## config.mk

```make
export PLATFORM = sky130hd
export DESIGN_NAME = cache_ctrl
export DESIGN_NICKNAME = d
export VERILOG_FILES = /design/src/rtl/cache_pkg.sv /design/src/rtl/cache_victim_sel.sv /design/src/rtl/cache_ctrl.sv
export SDC_FILE = /design/constraint.sdc
export NUM_CORES = 1
export LEC_CHECK = 0
export CAP_MARGIN = 20
export CORE_MARGIN = 5
export CORE_UTILIZATION = 30
export CTS_CLUSTER_DIAMETER = 60
export DETAILED_ROUTE_END_ITERATION = 8
export HOLD_SLACK_MARGIN = 0.06
export PLACE_DENSITY = 0.66
export RECOVER_POWER = 25
export SETUP_SLACK_MARGIN = 0.15
export SLEW_MARGIN = 20
export SYNTH_ARGS = -nofsm -noshare
export SYNTH_HDL_FRONTEND = slang
export SYNTH_SLANG_ARGS = --single-unit
```

## constraint.sdc

```tcl
create_clock -name clk_i -period 2.45 [get_ports clk_i]
set_input_delay 0.49 -clock clk_i [delete_from_list [all_inputs] [get_ports clk_i]]
set_output_delay 0.49 -clock clk_i [all_outputs]
set_load 0.03 [all_outputs]
```

## src/rtl/cache_pkg.sv

```systemverilog
// Shared types and default widths for the two-way set controller.
package cache_pkg;

    localparam int unsigned TAG_W      = 5;
    localparam int unsigned DATA_W     = 16;
    localparam int unsigned WORD_W     = 2;
    localparam int unsigned LINE_WORDS = 2 ** WORD_W;

    typedef enum logic [2:0] {
        StIdle,
        StCompare,
        StWb,
        StRefill,
        StFlush
    } state_e;

endpackage

```

## src/rtl/cache_victim_sel.sv

```systemverilog
// Victim selection for a two-way set (invalid way first, else LRU) and the LRU bit itself.
module cache_victim_sel (
    input  logic       clk_i,
    input  logic       rst_i,
    input  logic [1:0] way_valid_i,
    input  logic [1:0] way_dirty_i,
    input  logic       lru_upd_i,
    input  logic       lru_val_i,
    input  logic       lru_clr_i,
    output logic       victim_o,
    output logic       victim_dirty_o
);

    logic lru_q;

    always_comb begin
        if (!way_valid_i[0]) begin
            victim_o = 1'b0;
        end else if (!way_valid_i[1]) begin
            victim_o = 1'b1;
        end else begin
            victim_o = lru_q;
        end
    end

    assign victim_dirty_o = way_valid_i[victim_o] & way_dirty_i[victim_o];

    always_ff @(posedge clk_i or posedge rst_i) begin
        if (rst_i) begin
            lru_q <= 1'b0;
        end else if (lru_clr_i) begin
            lru_q <= 1'b0;
        end else if (lru_upd_i) begin
            lru_q <= lru_val_i;
        end
    end

endmodule

```

## src/rtl/cache_ctrl.sv

```systemverilog
// Two-way set controller: CPU handshake, hit/miss handling, writeback, refill and flush.
module cache_ctrl #(
    parameter int unsigned TAG_W  = cache_pkg::TAG_W,
    parameter int unsigned DATA_W = cache_pkg::DATA_W,
    parameter int unsigned WORD_W = cache_pkg::WORD_W
) (
    input  logic                    clk_i,
    input  logic                    rst_i,
    input  logic                    cpu_req_i,
    input  logic                    cpu_wr_i,
    input  logic                    cpu_flush_i,
    input  logic [TAG_W-1:0]        cpu_tag_i,
    input  logic [WORD_W-1:0]       cpu_word_i,
    input  logic [DATA_W-1:0]       cpu_wdata_i,
    output logic [DATA_W-1:0]       cpu_rdata_o,
    output logic                    cpu_ready_o,
    output logic [1:0]              way_en_o,
    output logic                    way_cmp_o,
    output logic                    way_write_o,
    output logic                    way_valid_in_o,
    output logic                    way_rst_o,
    output logic [WORD_W-1:0]       way_word_o,
    output logic [TAG_W-1:0]        way_tag_o,
    output logic [DATA_W-1:0]       way_din_o,
    input  logic [1:0]              way_hit_i,
    input  logic [1:0]              way_dirty_i,
    input  logic [1:0]              way_valid_i,
    input  logic [1:0]              way_ack_i,
    input  logic [TAG_W-1:0]        way0_tag_out_i,
    input  logic [TAG_W-1:0]        way1_tag_out_i,
    input  logic [DATA_W-1:0]       way0_dout_i,
    input  logic [DATA_W-1:0]       way1_dout_i,
    output logic                    mem_req_o,
    output logic                    mem_wr_o,
    output logic [TAG_W+WORD_W-1:0] mem_addr_o,
    output logic [DATA_W-1:0]       mem_wdata_o,
    input  logic [DATA_W-1:0]       mem_rdata_i,
    input  logic                    mem_ack_i
);

    import cache_pkg::*;

    state_e              state_q;
    logic                req_wr_q;
    logic [TAG_W-1:0]    req_tag_q;
    logic [WORD_W-1:0]   req_word_q;
    logic [DATA_W-1:0]   req_wdata_q;
    logic [WORD_W-1:0]   cnt_q;
    logic                victim_q;
    logic                ready_q;
    logic [DATA_W-1:0]   rdata_q;
    logic [1:0]          ack_seen_q;

    logic                hit;
    logic                hit_way;
    logic [DATA_W-1:0]   hit_dout;
    logic [TAG_W-1:0]    vic_tag;
    logic [DATA_W-1:0]   vic_dout;
    logic [1:0]          vic_en;
    logic                victim;
    logic                victim_dirty;
    logic                flush_done;
    logic                lru_upd;
    logic                lru_clr;

    // Both hit bits set is illegal; resolve it as a hit in way0.
    assign hit        = |way_hit_i;
    assign hit_way    = ~way_hit_i[0];
    assign hit_dout   = hit_way ? way1_dout_i : way0_dout_i;
    assign vic_tag    = victim_q ? way1_tag_out_i : way0_tag_out_i;
    assign vic_dout   = victim_q ? way1_dout_i : way0_dout_i;
    assign vic_en     = victim_q ? 2'b10 : 2'b01;
    assign flush_done = &(ack_seen_q | way_ack_i);
    assign lru_upd    = (state_q == StCompare) && hit;
    assign lru_clr    = (state_q == StFlush) && flush_done;

    cache_victim_sel u_victim_sel (
        .clk_i          (clk_i),
        .rst_i          (rst_i),
        .way_valid_i    (way_valid_i),
        .way_dirty_i    (way_dirty_i),
        .lru_upd_i      (lru_upd),
        .lru_val_i      (~hit_way),
        .lru_clr_i      (lru_clr),
        .victim_o       (victim),
        .victim_dirty_o (victim_dirty)
    );

    // Way and memory pins are decoded from state: the ways answer in the same cycle.
    always_comb begin
        way_en_o       = 2'b00;
        way_cmp_o      = 1'b0;
        way_write_o    = 1'b0;
        way_valid_in_o = 1'b0;
        way_rst_o      = 1'b0;
        way_word_o     = '0;
        way_tag_o      = '0;
        way_din_o      = '0;
        mem_req_o      = 1'b0;
        mem_wr_o       = 1'b0;
        mem_addr_o     = '0;
        mem_wdata_o    = '0;
        unique case (state_q)
            StCompare: begin
                way_en_o       = 2'b11;
                way_cmp_o      = 1'b1;
                way_write_o    = req_wr_q;
                way_valid_in_o = 1'b1;
                way_tag_o      = req_tag_q;
                way_word_o     = req_word_q;
                way_din_o      = req_wdata_q;
            end
            StWb: begin
                way_en_o    = vic_en;
                way_word_o  = cnt_q;
                mem_req_o   = 1'b1;
                mem_wr_o    = 1'b1;
                mem_addr_o  = {vic_tag, cnt_q};
                mem_wdata_o = vic_dout;
            end
            StRefill: begin
                mem_req_o  = 1'b1;
                mem_addr_o = {req_tag_q, cnt_q};
                if (mem_ack_i) begin
                    way_en_o       = vic_en;
                    way_write_o    = 1'b1;
                    way_valid_in_o = 1'b1;
                    way_tag_o      = req_tag_q;
                    way_word_o     = cnt_q;
                    way_din_o      = mem_rdata_i;
                end
            end
            StFlush: begin
                way_en_o  = 2'b11;
                way_rst_o = 1'b1;
            end
            default: ;
        endcase
    end

    always_ff @(posedge clk_i or posedge rst_i) begin
        if (rst_i) begin
            state_q     <= StIdle;
            req_wr_q    <= 1'b0;
            req_tag_q   <= '0;
            req_word_q  <= '0;
            req_wdata_q <= '0;
            cnt_q       <= '0;
            victim_q    <= 1'b0;
            ready_q     <= 1'b0;
            rdata_q     <= '0;
            ack_seen_q  <= 2'b00;
        end else begin
            ready_q <= 1'b0;
            unique case (state_q)
                StIdle: begin
                    // The request is still held during the ready pulse; do not re-accept it.
                    if (!ready_q) begin
                        if (cpu_flush_i) begin
                            state_q <= StFlush;
                        end else if (cpu_req_i) begin
                            req_wr_q    <= cpu_wr_i;
                            req_tag_q   <= cpu_tag_i;
                            req_word_q  <= cpu_word_i;
                            req_wdata_q <= cpu_wdata_i;
                            state_q     <= StCompare;
                        end
                    end
                end
                StCompare: begin
                    if (hit) begin
                        ready_q <= 1'b1;
                        if (!req_wr_q) begin
                            rdata_q <= hit_dout;
                        end
                        state_q <= StIdle;
                    end else begin
                        victim_q <= victim;
                        cnt_q    <= '0;
                        state_q  <= victim_dirty ? StWb : StRefill;
                    end
                end
                StWb: begin
                    if (mem_ack_i) begin
                        cnt_q <= cnt_q + WORD_W'(1);
                        if (cnt_q == '1) begin
                            state_q <= StRefill;
                        end
                    end
                end
                StRefill: begin
                    if (mem_ack_i) begin
                        cnt_q <= cnt_q + WORD_W'(1);
                        if (cnt_q == '1) begin
                            state_q <= StCompare;
                        end
                    end
                end
                StFlush: begin
                    ack_seen_q <= ack_seen_q | way_ack_i;
                    if (flush_done) begin
                        ack_seen_q <= 2'b00;
                        ready_q    <= 1'b1;
                        state_q    <= StIdle;
                    end
                end
                default: state_q <= StIdle;
            endcase
        end
    end

    assign cpu_ready_o = ready_q;
    assign cpu_rdata_o = rdata_q;

endmodule

```

---- Word level (Yosys, flattened, before mapping) ----
Cells that the tools add are included.
word-level totals
  bits in registers ....................... 50
  input bits .............................. 95
  output and inout port bits .............. 71
  word-level logic and storage cells ...... 94
operators by class
  $add $sub $neg .......................... 1
  order comparisons ....................... 1
  eq/ne operators ......................... 14
  muxes and demuxes ....................... 47
  bitwise gates (word level) .............. 6
  reduce and logical (&&, ||, !) cells .... 14
operator list
  kind                                                  number
  two-way mux 16 bit                                    4
  case mux 16 bit (2 select lines)                      1
  two-way mux 3 bit                                     8
  two-way mux 1 bit                                     16
  case mux 3 bit (5 select lines)                       1
  two-way mux 2 bit                                     7
  != test 2 bit (second input constant)                 7
  case mux 7 bit (2 select lines)                       1
  case mux 2 bit (3 select lines)                       2
  two-way mux 5 bit                                     2
  case mux 5 bit (2 select lines)                       1
  AND reduction 7 bit                                   1
  equality test 3 x 2 -> 1 bit (second input constant)  2
  case mux 1 bit (2 select lines)                       3
  AND reduction 3 bit                                   2
  OR reduction 2 bit                                    3
  NOT 1 bit                                             4
  case mux 2 bit (2 select lines)                       1
  AND reduction 2 bit                                   2
  AND reduction 4 bit                                   1
  nonzero test 2 bit                                    2
  equality test 3 x 1 -> 1 bit (second input constant)  1
  equality test 3 bit (second input constant)           1
  logical NOT 3 bit                                     1
  8 further kinds                                       9

---- Depth between registers and ports, before layout ----
Gate-level depths: netlist (run 1).
  word-level depth ........................ 8
  gate-level depth with buffers ........... 6
  gate-level depth less buffers ........... 4

---- Hierarchy ----
From an unflattened synthesis (run 1), not the netlist that was laid out.
unflattened totals
  cells, all modules ...................... 293
  area, all modules ....................... 2,900.3 um2
by module, submodules not included
  module            times used  cells an instance  area each (um2)  seq. area each (um2)
  cache_ctrl        1           284                2,829.0          1,226.2
  cache_victim_sel  1           9                  71.3             25.0

---- Worst setup path after synthesis (run 1) ----
OpenSTA, ideal clock, no wires.
  kind .................................... register to output
  start ................................... register state_q[1]
  end ..................................... output port way_tag_o[0]
  data arrival time ....................... 1,992 ps
  setup slack ............................. -32 ps
  stages on the path, launching flop included .. 4
  buffers on the path ..................... 1
  path through ............................ dfrtp_1 > clkbuf_1 > a211oi_1 > and2_1
on the way
  longest elaborated chain between the ends .. 2
RTL lines
  item                                                                          RTL line           source
  from (decl)                                                                   cache_ctrl.sv:43   state_e state_q;
  from (signal assigned)                                                        cache_ctrl.sv:143  state_q <= StIdle;
  from (signal assigned)                                                        cache_ctrl.sv:160  state_q <= StFlush;
  from (signal assigned)                                                        cache_ctrl.sv:166  state_q <= StCompare;
  equality test 3 x 2 -> 1 bit or equality test 3 x 1 -> 1 bit (tied branches)  cache_ctrl.sv:103  unique case (state_q)
  case mux 5 bit (2 select lines) (*)                                           cache_ctrl.sv:103
  to (decl)                                                                     cache_ctrl.sv:23   output logic [TAG_W-1:0] way_tag_o,
Every way passes the cells marked *; elsewhere a longest branch is shown, timed or not.

---- Worst setup path in the final report (run 1) ----
  start ................................... register state_q[1]
  end ..................................... output port way_din_o[0]
on the way
  longest elaborated chain between the ends .. 2
RTL lines
  item                                                                          RTL line           source
  equality test 3 x 2 -> 1 bit or equality test 3 x 1 -> 1 bit (tied branches)  cache_ctrl.sv:103
  case mux 16 bit (2 select lines) (*)                                          cache_ctrl.sv:103
  to (decl)                                                                     cache_ctrl.sv:24   output logic [DATA_W-1:0] way_din_o,
Marks and branches as above.

==> results of run 1 <==
-- what timing repair did --
action	CTS	global route
setup buffers	3	4
cloned	0	4
pin swaps	1	1
endpoints found under the setup margin	44	38
hold endpoints to repair	0	0
resized for setup	32	44
-- worst max-delay path, cell delays in order (launching register included) --
cell and delay, ns:
dfrtp_2 0.46, or3b_4 0.42, clkinvlp_4 0.16, clkbuf_16 0.17
a22o_1 0.16, buf_6 0.14
-- report_power, final --
group	internal [mW]	switching, mW	leakage (nW)
sequential	1.23	0.268	0.599
combinational	1.51	1.45	1.64
clock	0.201	0.292	0.0441
total	2.94	2.01	2.29
-- metal layers --
metal  track usage, %  wire length [um]  vias up  share of wire (%)
met5                0                 0        -                  0
met4            4.096               136        0                1.4
met3            3.876               668       12                7.0
met2            25.41              4694       98                 49
met1            19.37              4048     1350                 42
li1                 -                 -     1338                  -
-- flip-flops by register name, indices dropped and copies added (netlist names) --
register,flops
ack_seen_q,2
state_q,3
req_tag_q,5
cnt_q,2
victim_q,1
u_victim_sel.lru_q,1
req_wr_q,1
cpu_ready_o,1
req_word_q,2
req_wdata_q,16
cpu_rdata_o,16
-- path summary, 6_finish.rpt --
check                                          startpoint                     endpoint  cells past startpoint
worst max register to register     state_q[1]$_DFFE_PP0P_  cpu_rdata_o[14]$_DFFE_PP0P_                      5
worst min-delay path            ack_seen_q[0]$_DFFE_PP0P_    ack_seen_q[0]$_DFFE_PP0P_                      2
min in group asynchronous                           rst_i   cpu_rdata_o[8]$_DFFE_PP0P_                      2
max in group asynchronous                           rst_i   req_wdata_q[7]$_DFFE_PP0P_                      3
worst min register to register  ack_seen_q[0]$_DFFE_PP0P_    ack_seen_q[0]$_DFFE_PP0P_                      2
worst max-delay path               state_q[1]$_DFFE_PP0P_                 way_din_o[0]                      5
-- cells by family after synthesis --
logic type / share of synthesized area (%)
compound gates: 12.24
flops: 41.93
fa+ha+maj: 0.4192
buf+inv: 4.360
mux: 30.78
simple gates: 10.27
-- placed cells by master (no fill, tap or decap), types with 2 or more instances in the layout --
cell	instances
clkdlybuf4s50_1	110
mux2_2	54
dfrtp_1	48
buf_4	38
nor2_1	27
a22o_1	18
clkbuf_2	17
mux2i_1	16
buf_6	15
a21oi_1	13
nand2_1	13
mux2_4	10
inv_1	7
buf_12	7
and2_1	6
clkbuf_8	5
o21ai_0	4
o21bai_1	3
clkbuf_16	3
clkinvlp_4	2
nor3_4	2
a22o_4	2
a21o_1	2
dlygate4sd2_1	2
dfrtp_2	2
-- stage by stage --
step	cells	power (mW)
global route	587	5.308
finish	587	4.959
global placement	568	4.312
detailed placement	568	4.359
floorplan	268	3.237
CTS	579	4.902
-- final cells by class --
| type | instances | area share (%) |
|---|---|---|
| repair buffers | 195 | 37.34 |
| multi-input cells | 191 | 32.26 |
| flip-flops and latches | 50 | 24.56 |
| well taps | 133 | 3.261 |
| clock buffers | 5 | 1.348 |
| inverters | 10 | 0.8090 |
| clock inverters | 3 | 0.4168 |
==> results.yml, run 1 <==
status:
  status: "finished, final reports clean"
floorplanning:
  placeableCoreArea_sq_um: 9729
  die-area_sq_um: 12040
  number_of_placed_i_o_pins: 166
  floorplan.die.width_um: 109.7
  initial_utilization_pct: 30.67
  rows: 36
  dieHeight_um: 109.7
sta:
  layout_min_cycle_time_ns: 2.317
  hold_ws_ns: 0.5124
  timing.final.ws_setup_ns: 0.1328
  finalClockSkew_ns: 0.01202
  timing_hold_violations_final: 0
  maxSlewHeadroom_pct: 36.77
  finalMaxSlewViolations: 0
  layout_worst_path_cycle_share_pct: 94.58
  rsz0062_at_grt: "yes"
  transition_time_of_the_tightest_slew_check_pin_ns: 0.9475
  finalSetupViolCount: 0
  final_layout_setup_total_negative_slack_ns: 0
  max_freq_mhz: 431.6
drt:
  route.detailed.vias_per_inst: 4.767
  detail_route.first_pass.iterations: 4
  totalWireLength_mm: 9.547
  detail_route.drc_violations: 0
  dr.first_iter.drc_count: 76
  final_antenna_net_count: 0
  detail_route.wl_per_cell_um: 16.26
  dr_total_vias: 2798
global_routing:
  antenna_found_initial: 0
  grt_overflow: 0
  grt_usage_pct: 15.16
  grt_pass1_wl_mm: 14.48
  grt_start_max_net_pins: 28
  first_global_vias: 2975
worst_setup_path:
  cp.arrival_ns: 1.83
  setup.worst_path.class: "flip-flop to output port"
  crit_required_ns: 1.96
  setup.worst_path.start_class: "flip-flop"
  ff2ff_setup_slack_ns: 0.48
  critPathCaptureType: "output port"
  critical_path_peak_fanout: 5
cts:
  cts_hold_buffers: 0
  root_buffer: "clkbuf_8"
  cts_tree: "done"
  cts-htree-levels: 2
  clk_slew_on_worst_s_h_paths_ns: 0.10
  cts_buffers: 5
  clock_path_buffers: 2
  clock_latency_reported_for_the_late_side_of_the_worst_skew_pair_ns: 0.31
  cts.sinks: 50
power_and_ir_drop:
  worst_ir_drop_vdd_uv: 457.0
  power.density_cell_area_nw_per_um2: 971.6
  cellLeakagePower_nw: 2.287
cells_and_area:
  layout_cell_share_with_drive_strength_beyond_1_pct: 36.34
  design.final.nets: 549
  layout.filler_cells: 929
  multi_input_gate_area_sq_um: 1647
  layout-area-overhead-vs-synth_pct: 71.03
  seq_area_sq_um: 1254
  finish.utilization_pct: 52.46
  postLayoutCellArea_sq_um: 5104
  diode_count: 0
yosys:
  synth_most_common_cell: "mux2_2"
  synth.yosys.seq_area_share_pct: 41.93
  synth.top_cells.by_count: "54 x mux2_2, 50 x dfrtp_1, 27 x nor2_1"
  synth-edff-count: 0
  yosys.area.top_type: "dfrtp_1"
  ys.flop_type: "dfrtp_1"
  synth_largest_type_area_fraction_pct: 41.93
  yosysWarningCount: 0
  post_synth_num_cell_types: 41
  synthTopCellsByArea: "dfrtp_1 42%, mux2_2 20%, a22o_1 5.9%, mux2i_1 5.4%, mux2_4 5.0%"
  syn_inst: 268
  number_of_nets_in_the_synthesized_netlist: 364
  ys_seq_elements: 50
  netlist_area_sq_um: 2984
  synthArstFlopShare_pct: 100.0
  post_synth.cell_area_avg_sq_um: 11.13
placed_design:
  numPortBuffers: 165
  routabilityCongestion: 0.7657
  post-dp-hpwl_mm: 7.046
  dpl_cell_area_sq_um: 4847
  preCtsSetupSlack_ns: 0.1273
worst_hold_path:
  hold_class: "flip-flop to flip-flop"
job:
  maxcap_viol_count: 0
No activity file was read; power rests on OpenSTA's default activity.
==> inputs of run 2 (changes only) <==
==> constraint.sdc (replaced) <==
create_clock -name clk_i -period 2.45 [get_ports clk_i]
set_input_delay 0.3675 -clock clk_i [delete_from_list [all_inputs] [get_ports clk_i]]
set_output_delay 0.3675 -clock clk_i [all_outputs]
set_load 0.03 [all_outputs]
==> results.yml, run 2 (same netlist as run 1, synthesis figures left out) <==
cts:
  root_buffer: "clkbuf_8"
  cts_buffers: 5
  cts.sinks: 50
  cts-htree-levels: 2
  cts_hold_buffers: 0
  cts_tree: "done"
  clock_path_buffers: 2
  clk_slew_on_worst_s_h_paths_ns: 0.09
  clock_latency_reported_for_the_late_side_of_the_worst_skew_pair_ns: 0.30
drt:
  dr_total_vias: 2719
  detail_route.wl_per_cell_um: 15.66
  route.detailed.vias_per_inst: 4.688
  detail_route.first_pass.iterations: 6
  detail_route.drc_violations: 0
  dr.first_iter.drc_count: 69
  totalWireLength_mm: 9.081
  final_antenna_net_count: 0
sta:
  finalClockSkew_ns: 0.008619
  layout_min_cycle_time_ns: 2.222
  finalSetupViolCount: 0
  timing_hold_violations_final: 0
  final_layout_setup_total_negative_slack_ns: 0
  transition_time_of_the_tightest_slew_check_pin_ns: 0.9313
  finalMaxSlewViolations: 0
  timing.final.ws_setup_ns: 0.2278
  hold_ws_ns: 0.5123
  rsz0062_at_grt: "no"
  layout_worst_path_cycle_share_pct: 90.70
  max_freq_mhz: 450.0
  maxSlewHeadroom_pct: 37.85
worst_setup_path:
  crit_path_cell_trace: "buf_4 -> or3b_1 -> inv_1 -> dlygate4sd2_1"
  critPathCaptureType: "output port"
  timing.critical_path.buf_inv: 3
  rr_startpoint: "state_q[2]$_DFFE_PP0P_"
  register_to_register_path_depth: 6
  path_delay_family: "buffers and inverters"
  levels_on_crit_path: 4
  critical_path_peak_fanout: 6
  setup.worst_path.start_class: "flip-flop"
  setup.worst_path.class: "flip-flop to output port"
  crit_required_ns: 2.08
  startpoint_of_the_worst_setup_timing_path: "state_q[0]$_DFFE_PP0P_"
  cp.arrival_ns: 1.85
  critPathSlowestCell: "or3b_1"
  critical-path-max-stage-delay_ns: 0.47
global_routing:
  first_global_vias: 2908
  grt_usage_pct: 15.02
  grt_overflow: 0
  grt_pass1_wl_mm: 14.39
  antenna_found_initial: 0
  grt_start_max_net_pins: 28
cells_and_area:
  postLayoutCellArea_sq_um: 5001
  most_common_library_cell_in_the_layout_ignoring_fill_and_taps: "clkdlybuf4s50_1"
  layout_cell_share_with_drive_strength_beyond_1_pct: 30.20
  diode_count: 0
  design.final.nets: 542
  finish.utilization_pct: 51.40
  multi_input_gate_area_sq_um: 1608
  mostFrequentLayoutCells: "112 x clkdlybuf4s50_1, 54 x mux2_2, 50 x dfrtp_1"
  seq_area_sq_um: 1251
  layout-area-overhead-vs-synth_pct: 67.59
  layout.filler_cells: 916
  final_cells: 580
floorplanning:
  floorplan.die.width_um: 109.7
  die-area_sq_um: 12040
  number_of_placed_i_o_pins: 166
  dieHeight_um: 109.7
  rows: 36
  initial_utilization_pct: 30.67
  placeableCoreArea_sq_um: 9729
placed_design:
  dpl_cell_area_sq_um: 4822
  place_inst: 566
  routabilityCongestion: 0.7809
  preCtsSetupSlack_ns: 0.1869
  post-dp-hpwl_mm: 7.220
  numPortBuffers: 165
worst_hold_path:
  hold_start: "ack_seen_q[0]$_DFFE_PP0P_"
  worstHoldPathCells: 2
  hold_class: "flip-flop to flip-flop"
power_and_ir_drop:
  worst_ir_drop_vdd_uv: 441.3
  power.density_cell_area_nw_per_um2: 1007
  cellLeakagePower_nw: 2.295
  p_total_mw: 5.036
status:
  status: "finished, final reports clean"
job:
  maxcap_viol_count: 0
-- run 2: cell types whose count changed in the layout (fill, tap and decap cells not counted), moves of 2 or more --
| cell | change |
|---|---|
| a22o_1 | +2 |
| a22o_4 | -2 |
| buf_12 | -3 |
| buf_4 | +7 |
| buf_6 | -10 |
| bufinv_16 | +2 |
| clkbuf_16 | -3 |
| clkbuf_2 | -16 |
| clkdlybuf4s50_1 | +2 |
| clkinvlp_4 | -2 |
| dfrtp_1 | +2 |
| dfrtp_2 | -2 |
| dlygate4sd2_1 | +16 |
-- run 2: worst register-to-register path, delay by kind of cell (launching register included) --
family / cells / cell delay [ns]
buffers and inverters: 3 / 0.63
muxes: 1 / 0.37
and+or+nand+nor: 2 / 0.55
DFF: 1 / 0.41
-- run 2: final timing paths --
path                                               end  slack (ns)
max in group asynchronous  cpu_rdata_o[13]$_DFFE_PP0P_        0.53
min in group asynchronous  req_wdata_q[13]$_DFFE_PP0P_        0.70
max                                          way_rst_o        0.23
min                          ack_seen_q[0]$_DFFE_PP0P_        0.51
min reg2reg                  ack_seen_q[0]$_DFFE_PP0P_        0.51
max reg2reg                cpu_rdata_o[13]$_DFFE_PP0P_        0.38
-- run 2: per-layer routing --
layer	up-vias	GRT usage, %	share of wire [%]
met3	9	3.523	6.6
met2	89	26.37	51
li1	1320	-	-
met4	0	3.206	1.3
met5	-	0	0
met1	1301	18.73	42
-- run 2: cell type report --
cell class / count / area share [%]
repair buffers: 188 / 35.90
multi-input cells: 191 / 32.15
flip-flops and latches: 50 / 25.02
well taps: 133 / 3.328
clock buffers: 6 / 1.651
clock inverters: 2 / 1.201
inverters: 10 / 0.7506
-- run 2: power by group --
group	internal, mW	leakage (nW)	total [mW]	switching, mW
Combinational	1.43	1.62	2.83	1.40
Clock	0.436	0.0714	0.714	0.278
Sequential	1.23	0.602	1.49	0.263
Total	3.09	2.30	5.04	1.94
-- run 2: repair_timing --
action                     CTS  global route
setup buffers                4             2
pin swaps                    1             3
gates resized for setup     22             5
setup endpoints to repair   37            21
